File: src/rtl/rom_seq_ctrl.sv
// -----------------------------------------------------------------------------
// rom_seq_ctrl
//
// Sweeps a small combinational 8x4 ROM and streams the words it reads to a
// consumer over a valid/ready handshake. A sweep starts at start_addr and reads
// count words. The address wraps from 7 to 0. A count above 8 is clamped to 8,
// and a count of 0 gives an empty sweep that only pulses done. Each word is
// fetched in one cycle and presented in the next, so the peak rate is one word
// every two cycles. The block also keeps a running sum of the fetched words.
//
// Ports
//   clk         single clock, all state changes on the rising edge
//   rst         asynchronous, active-high reset
//   start       begin a sweep (sampled only while idle)
//   start_addr  first ROM address of the sweep
//   count       number of words to read (0 = empty, 9..15 treated as 8)
//   abort       end the sweep in progress at once, with no done pulse
//   ROM_addr    address to the external ROM (the internal address register)
//   ROM_data    ROM read data, valid in the same cycle as ROM_addr
//   out_data    registered word presented to the consumer
//   out_valid   out_data is valid
//   out_ready   consumer accepts out_data when out_valid is also high
//   out_last    marks the final word of the sweep (qualified by out_valid)
//   busy        high in every state except IDLE
//   done        one-cycle pulse when a sweep completes normally
//   sum         running sum of the words fetched in the current or last sweep
// -----------------------------------------------------------------------------
module rom_seq_ctrl (
    input  logic       clk,
    input  logic       rst,
    input  logic       start,
    input  logic [2:0] start_addr,
    input  logic [3:0] count,
    input  logic       abort,
    output logic [2:0] ROM_addr,
    input  logic [3:0] ROM_data,
    output logic [3:0] out_data,
    output logic       out_valid,
    input  logic       out_ready,
    output logic       out_last,
    output logic       busy,
    output logic       done,
    output logic [6:0] sum
);

    typedef enum logic [1:0] {
        S_IDLE  = 2'd0,
        S_FETCH = 2'd1,
        S_OUT   = 2'd2,
        S_DONE  = 2'd3
    } state_t;

    state_t     state;
    state_t     next_state;

    logic [2:0] addr_reg;
    // Words still to be delivered in this sweep. It holds 0..8, so 4 bits are needed.
    logic [3:0] remaining;
    logic [3:0] clamped_count;
    logic       handshake;

    // The widest sweep has 8 words and the widest word is 15, so the total
    // is at most 120. A 7-bit accumulator cannot wrap.
    assign clamped_count = (count > 4'd8) ? 4'd8 : count;

    // A word is accepted only while it is presented. out_ready has no effect
    // in any other state.
    assign handshake = (state == S_OUT) && out_valid && out_ready;

    // -------------------------------------------------------------------------
    // State register
    // -------------------------------------------------------------------------
    // NOTE: sequential state uses non-blocking assignments, so every register
    // samples values from before the edge, whatever the order of the blocks.
    always_ff @(posedge clk or posedge rst) begin
        if (rst) begin
            state <= S_IDLE;
        end else begin
            state <= next_state;
        end
    end

    // -------------------------------------------------------------------------
    // Next-state logic
    // -------------------------------------------------------------------------
    // NOTE: next_state gets a default before the case so that no path leaves it
    // unassigned. This keeps the block purely combinational, with no latch.
    always_comb begin
        next_state = state;
        unique case (state)
            S_IDLE: begin
                // abort has no effect here. start is the only way out of IDLE.
                if (start) begin
                    next_state = (clamped_count != 4'd0) ? S_FETCH : S_DONE;
                end
            end
            S_FETCH: begin
                next_state = abort ? S_IDLE : S_OUT;
            end
            S_OUT: begin
                // abort takes priority over a handshake in the same cycle.
                if (abort) begin
                    next_state = S_IDLE;
                end else if (handshake) begin
                    next_state = out_last ? S_DONE : S_FETCH;
                end
            end
            S_DONE: begin
                next_state = S_IDLE;
            end
            default: begin
                next_state = S_IDLE;
            end
        endcase
    end

    // -------------------------------------------------------------------------
    // Outputs decoded from state
    // -------------------------------------------------------------------------
    always_comb begin
        busy     = (state != S_IDLE);
        // If abort arrives while we are in DONE, the completion is suppressed.
        // An aborted sweep never reports done.
        done     = (state == S_DONE) && !abort;
        ROM_addr = addr_reg;
    end

    // -------------------------------------------------------------------------
    // Datapath registers: address, word counter, output word and sum
    // -------------------------------------------------------------------------
    always_ff @(posedge clk or posedge rst) begin
        if (rst) begin
            addr_reg  <= 3'd0;
            remaining <= 4'd0;
            out_data  <= 4'd0;
            out_valid <= 1'b0;
            out_last  <= 1'b0;
            sum       <= 7'd0;
        end else begin
            unique case (state)
                S_IDLE: begin
                    // start is sampled only here. A start seen while busy is
                    // dropped rather than queued.
                    if (start) begin
                        addr_reg  <= start_addr;
                        remaining <= clamped_count;
                        sum       <= 7'd0;
                    end
                end
                S_FETCH: begin
                    if (abort) begin
                        out_valid <= 1'b0;
                        out_last  <= 1'b0;
                    end else begin
                        // ROM_data already reflects addr_reg this cycle. Capture
                        // it and add it to the sum in the same edge.
                        out_data  <= ROM_data;
                        sum       <= sum + {3'b000, ROM_data};
                        out_valid <= 1'b1;
                        out_last  <= (remaining == 4'd1);
                    end
                end
                S_OUT: begin
                    if (abort) begin
                        out_valid <= 1'b0;
                        out_last  <= 1'b0;
                    end else if (handshake) begin
                        // The 3-bit increment wraps from 7 to 0 with no special case.
                        out_valid <= 1'b0;
                        out_last  <= 1'b0;
                        addr_reg  <= addr_reg + 3'd1;
                        remaining <= remaining - 4'd1;
                    end
                end
                S_DONE: begin
                    // Everything holds. sum keeps its final value until the
                    // next accepted start.
                end
                default: begin
                    out_valid <= 1'b0;
                    out_last  <= 1'b0;
                end
            endcase
        end
    end

    // -------------------------------------------------------------------------
    // Embedded invariants
    // -------------------------------------------------------------------------
    // While a word is stalled, the word, its last flag and the ROM address must
    // not move.
    property p_hold_under_backpressure;
        @(posedge clk) disable iff (rst)
        (state == S_OUT && !out_ready && !abort)
            |=> (state == S_OUT && out_valid && $stable(out_data)
                 && $stable(out_last) && $stable(addr_reg));
    endproperty
    a_hold_under_backpressure: assert property (p_hold_under_backpressure);

    // The OUT state always presents a word, and IDLE never does.
    a_out_has_valid: assert property (
        @(posedge clk) disable iff (rst) (state == S_OUT) |-> out_valid);
    a_idle_no_valid: assert property (
        @(posedge clk) disable iff (rst) (state == S_IDLE) |-> !out_valid);

    // The counter and accumulator stay within their designed ranges.
    a_remaining_range: assert property (
        @(posedge clk) disable iff (rst) remaining <= 4'd8);
    a_sum_range: assert property (
        @(posedge clk) disable iff (rst) sum <= 7'd120);

endmodule

File: config.mk
export PLATFORM = sky130hd
export DESIGN_NAME = rom_seq_ctrl
export DESIGN_NICKNAME = d
export VERILOG_FILES = /design/src/rtl/rom_seq_ctrl.sv
export SDC_FILE = /design/constraint.sdc
export NUM_CORES = 1
export LEC_CHECK = 0
export ABC_AREA = 1
export CAP_MARGIN = 0
export CORE_UTILIZATION = 48
export CTS_CLUSTER_DIAMETER = 100
export DETAILED_ROUTE_END_ITERATION = 16
export PLACE_DENSITY = 0.85
export SYNTH_ARGS = -nofsm -noshare
export SYNTH_HDL_FRONTEND = slang
export SYNTH_SLANG_ARGS = --single-unit
File: constraint.sdc
create_clock -name clk -period 2 [get_ports clk]
set_input_delay 0.2 -clock clk [delete_from_list [all_inputs] [get_ports clk]]
set_output_delay 0.2 -clock clk [all_outputs]
set_load 0.005 [all_outputs]
==> flow_summary.yaml <==
clock_tree:
  clkLatencyLatePin_ns: 0.31
  h-tree-depth: 1
  cts_setup_buffers: 0
  cts_tree: "yes"
  ctsHoldBuffers: 0
  clkSlewWorstSetupHoldPaths_ns: 0.12
  clockBufferDepth: 2
  cts_sinks: 22
  cts_root_buf: "clkbuf_4"
  cts.repair.resized: 0
  cts_buffers: 3
drt:
  wl_per_cell_um: 12.1
  vias: 1235
  antenna_left: 0
  drc_errors: 0
  drtPass1Iterations: 4
  drt_wl_total_um: 2910
  first_iter_violations: 32
  viasPerCell: 5.12
global_route:
  grt_max_degree: 23
  grt_overflow: 0
  use_met1_pct: 28.2
  grt_pass1_vias: 1129
  use_met3_pct: 2.50
  antenna_found_initial: 0
  gr-max-usage-layer: "met2"
  grt_usage_pct: 22.9
  grt_use_met2_pct: 40.0
  grt_pass1_wl_um: 4830
die:
  fp-row-count: 18
  die_height_um: 54.5
  core-area_um2: 2540
  dieArea_um2: 2970
  start_util_pct: 52.1
  die_w_um: 54.5
  pin_count: 34
yosys:
  ys_seq_area_share_pct: 41.5
  ys_warn_count: 0
  ys_ff_latch: 22
  yosys.cell_types.count: 28
  syn-num-nets: 199
  syn-cell-area_um2: 1330
  avgSynthCellArea_um2: 7.57
  synth_cells: 175
sta:
  worst_pin_slew_ns: 0.355
  final.period_utilization_pct: 90.0
  hold_violations: 0
  fmax_mhz: 555
  clock_skew_ns: 0.00724
  finalSetupViolations: 0
  period_minus_slack_ns: 1.80
  maxSlewHeadroom_pct: 76.3
  finalMaxSlewViolations: 0
  final.setup.tns_ns: 0
  rsz0062_at_grt: "no"
layout:
  synthToLayoutAreaGrowth_pct: 29.7
  antenna_cells_inserted: 0
  drive_gt1_share_pct: 9.00
  postLayoutCellArea_um2: 1720
  final_nets: 237
place:
  dp_hpwl_um: 2300
  dpl_cell_area_um2: 1700
  portBuffers: 33
  place_congestion: 0.859
power:
  p_comb_share_pct: 54.8
  p_sw_mw: 0.909
  p_sw_share_pct: 42.6
  p_clk_share_pct: 9.7
  p_leak_nw: 0.874
  power_density_nw_per_um2: 1240
  internal-power_mw: 1.23
  p_seq_share_pct: 35.6
  ir_drop_mv: 0.812
critical_path:
  worstPathArrival_ns: 1.60
  end_kind: "output pin"
  path_class: "reg2out"
  crit_fanout: 4
  worstPathCellList: "inv_1 > nor3_1 > clkdlybuf4s50_1"
  critical-path-top-delay-family: "buffers and inverters"
  critical_path_buf_inv_count: 2
  slowest_delay_ns: 0.53
  worst_path_max_delay_cell: "clkdlybuf4s50_1"
  cp.required_ns: 1.80
  cp-start-kind: "register"
outcome:
  status: "complete, no violations"
flow_run:
  maxCapViolCount: 0
hold_path:
  hold_path_class: "in2async"
[cell families after synthesis]
logic type               after synthesis  synth area share (%)
AO/OA/AOI/OAI                         22                  9.35
XOR/XNOR                               2                  1.32
adder cells (fa/ha/maj)                8                  8.12
multiplexers                           1                 0.755
buffers and inverters                 25                  7.55
flip-flops                            22                  41.5
AND/OR/NAND/NOR                       95                  31.3
[cell usage after synthesis, drive strengths merged]
master   n  area, um^2
nand4    1        6.26
ha       7        87.6
a21oi    4        20.0
buf      1        5.00
nand3   10        55.1
inv     23        91.3
o211ai   2        15.0
mux2i    1        10.0
nor3     1        5.00
dfrtp   22         551
xor2     1        8.76
xnor2    1        8.76
or2      1        6.26
o21ai   15        82.6
nor2    15        73.8
clkinv   1        3.75
fa       1        20.0
nand2   67         269
a31oi    1        6.26
[power by group through the flow]
stage,Sequential [mW],Combinational (mW),Clock (mW)
3_3_place_gp,0.760,1.12,0
6_report,0.760,1.17,0.206
4_1_cts,0.762,1.18,0.210
5_1_grt,0.785,1.32,0.226
2_1_floorplan,0.762,0.705,0
3_5_place_dp,0.770,1.17,0
[registers in the layout, indices dropped and copies added, names as in the netlist]
register and count:
sum 7, out_data 4, remaining 4, ROM_addr 3
state 2, out_last 1, out_valid 1
[per-layer routing]
metal | wire, um | share of wire (%)
met5 | 0 | 0
met4 | 40 | 1.4
met3 | 140 | 4.8
met2 | 1470 | 50
met1 | 1270 | 43
[cells in the final DEF (no fill, tap or decap)]
master and n:
nand3_1 9, clkdlybuf4s50_1 33, inv_1 20, buf_4 1, o21ai_0 10, nand4_1 1
or2_2 1, dfrtp_1 22, a31oi_1 1, o21ai_1 3, nor3_1 1, a21oi_1 4
nand2_2 4, xor2_1 1, clkinv_1 1, o21ai_2 2, xnor2_1 1, o211ai_1 2
nand2_4 1, nor2_1 12, mux2i_1 1, inv_2 2, nor2_4 2, clkbuf_4 3
ha_1 7, nand3_2 1, inv_6 1, nand2_1 62, nor2_2 1, fa_1 1
[cell type report]
| cell class | count | area [um^2] |
|---|---|---|
| fill | 214 | 827 |
| multi-input combinational | 128 | 674 |
| sequential | 22 | 551 |
| timing repair buffer | 34 | 338 |
| inverter | 24 | 95.1 |
| tap | 30 | 37.5 |
| clock buffer | 3 | 22.5 |
[final timing paths]
kind,endpoint,slack (ns),from,cells past startpoint
max,done,0.20,state[0],3
min,sum[2],0.21,rst,3
max reg2reg,sum[4],0.32,sum[0],8
min reg2reg,out_data[0],0.49,out_data[0],2
max in group asynchronous,ROM_addr[1],1.56,rst,3
min in group clk,out_data[0],0.47,ROM_data[0],3
[through the flow]
step / std cells / hold WS (ns) / worst slack [ns] / util [%] / total power, mW
after floorplan: 175 / 0.189 / 0.436 / - / 1.47
after global placement: 238 / 0.460 / 0.100 / 66.6 / 1.88
after detailed placement: 238 / 0.475 / 0.0740 / 66.6 / 1.94
after CTS: 241 / 0.216 / 0.188 / 67.5 / 2.15
after global routing: 241 / 0.256 / 0.107 / 67.5 / 2.33
final: 241 / 0.207 / 0.199 / 67.5 / 2.14
[tightest hold or removal path, delay by kind of cell]
family / cells / cell delay [ns]
buffers and inverters: 3 / 0.73
Power figures use the tool's default switching activity.
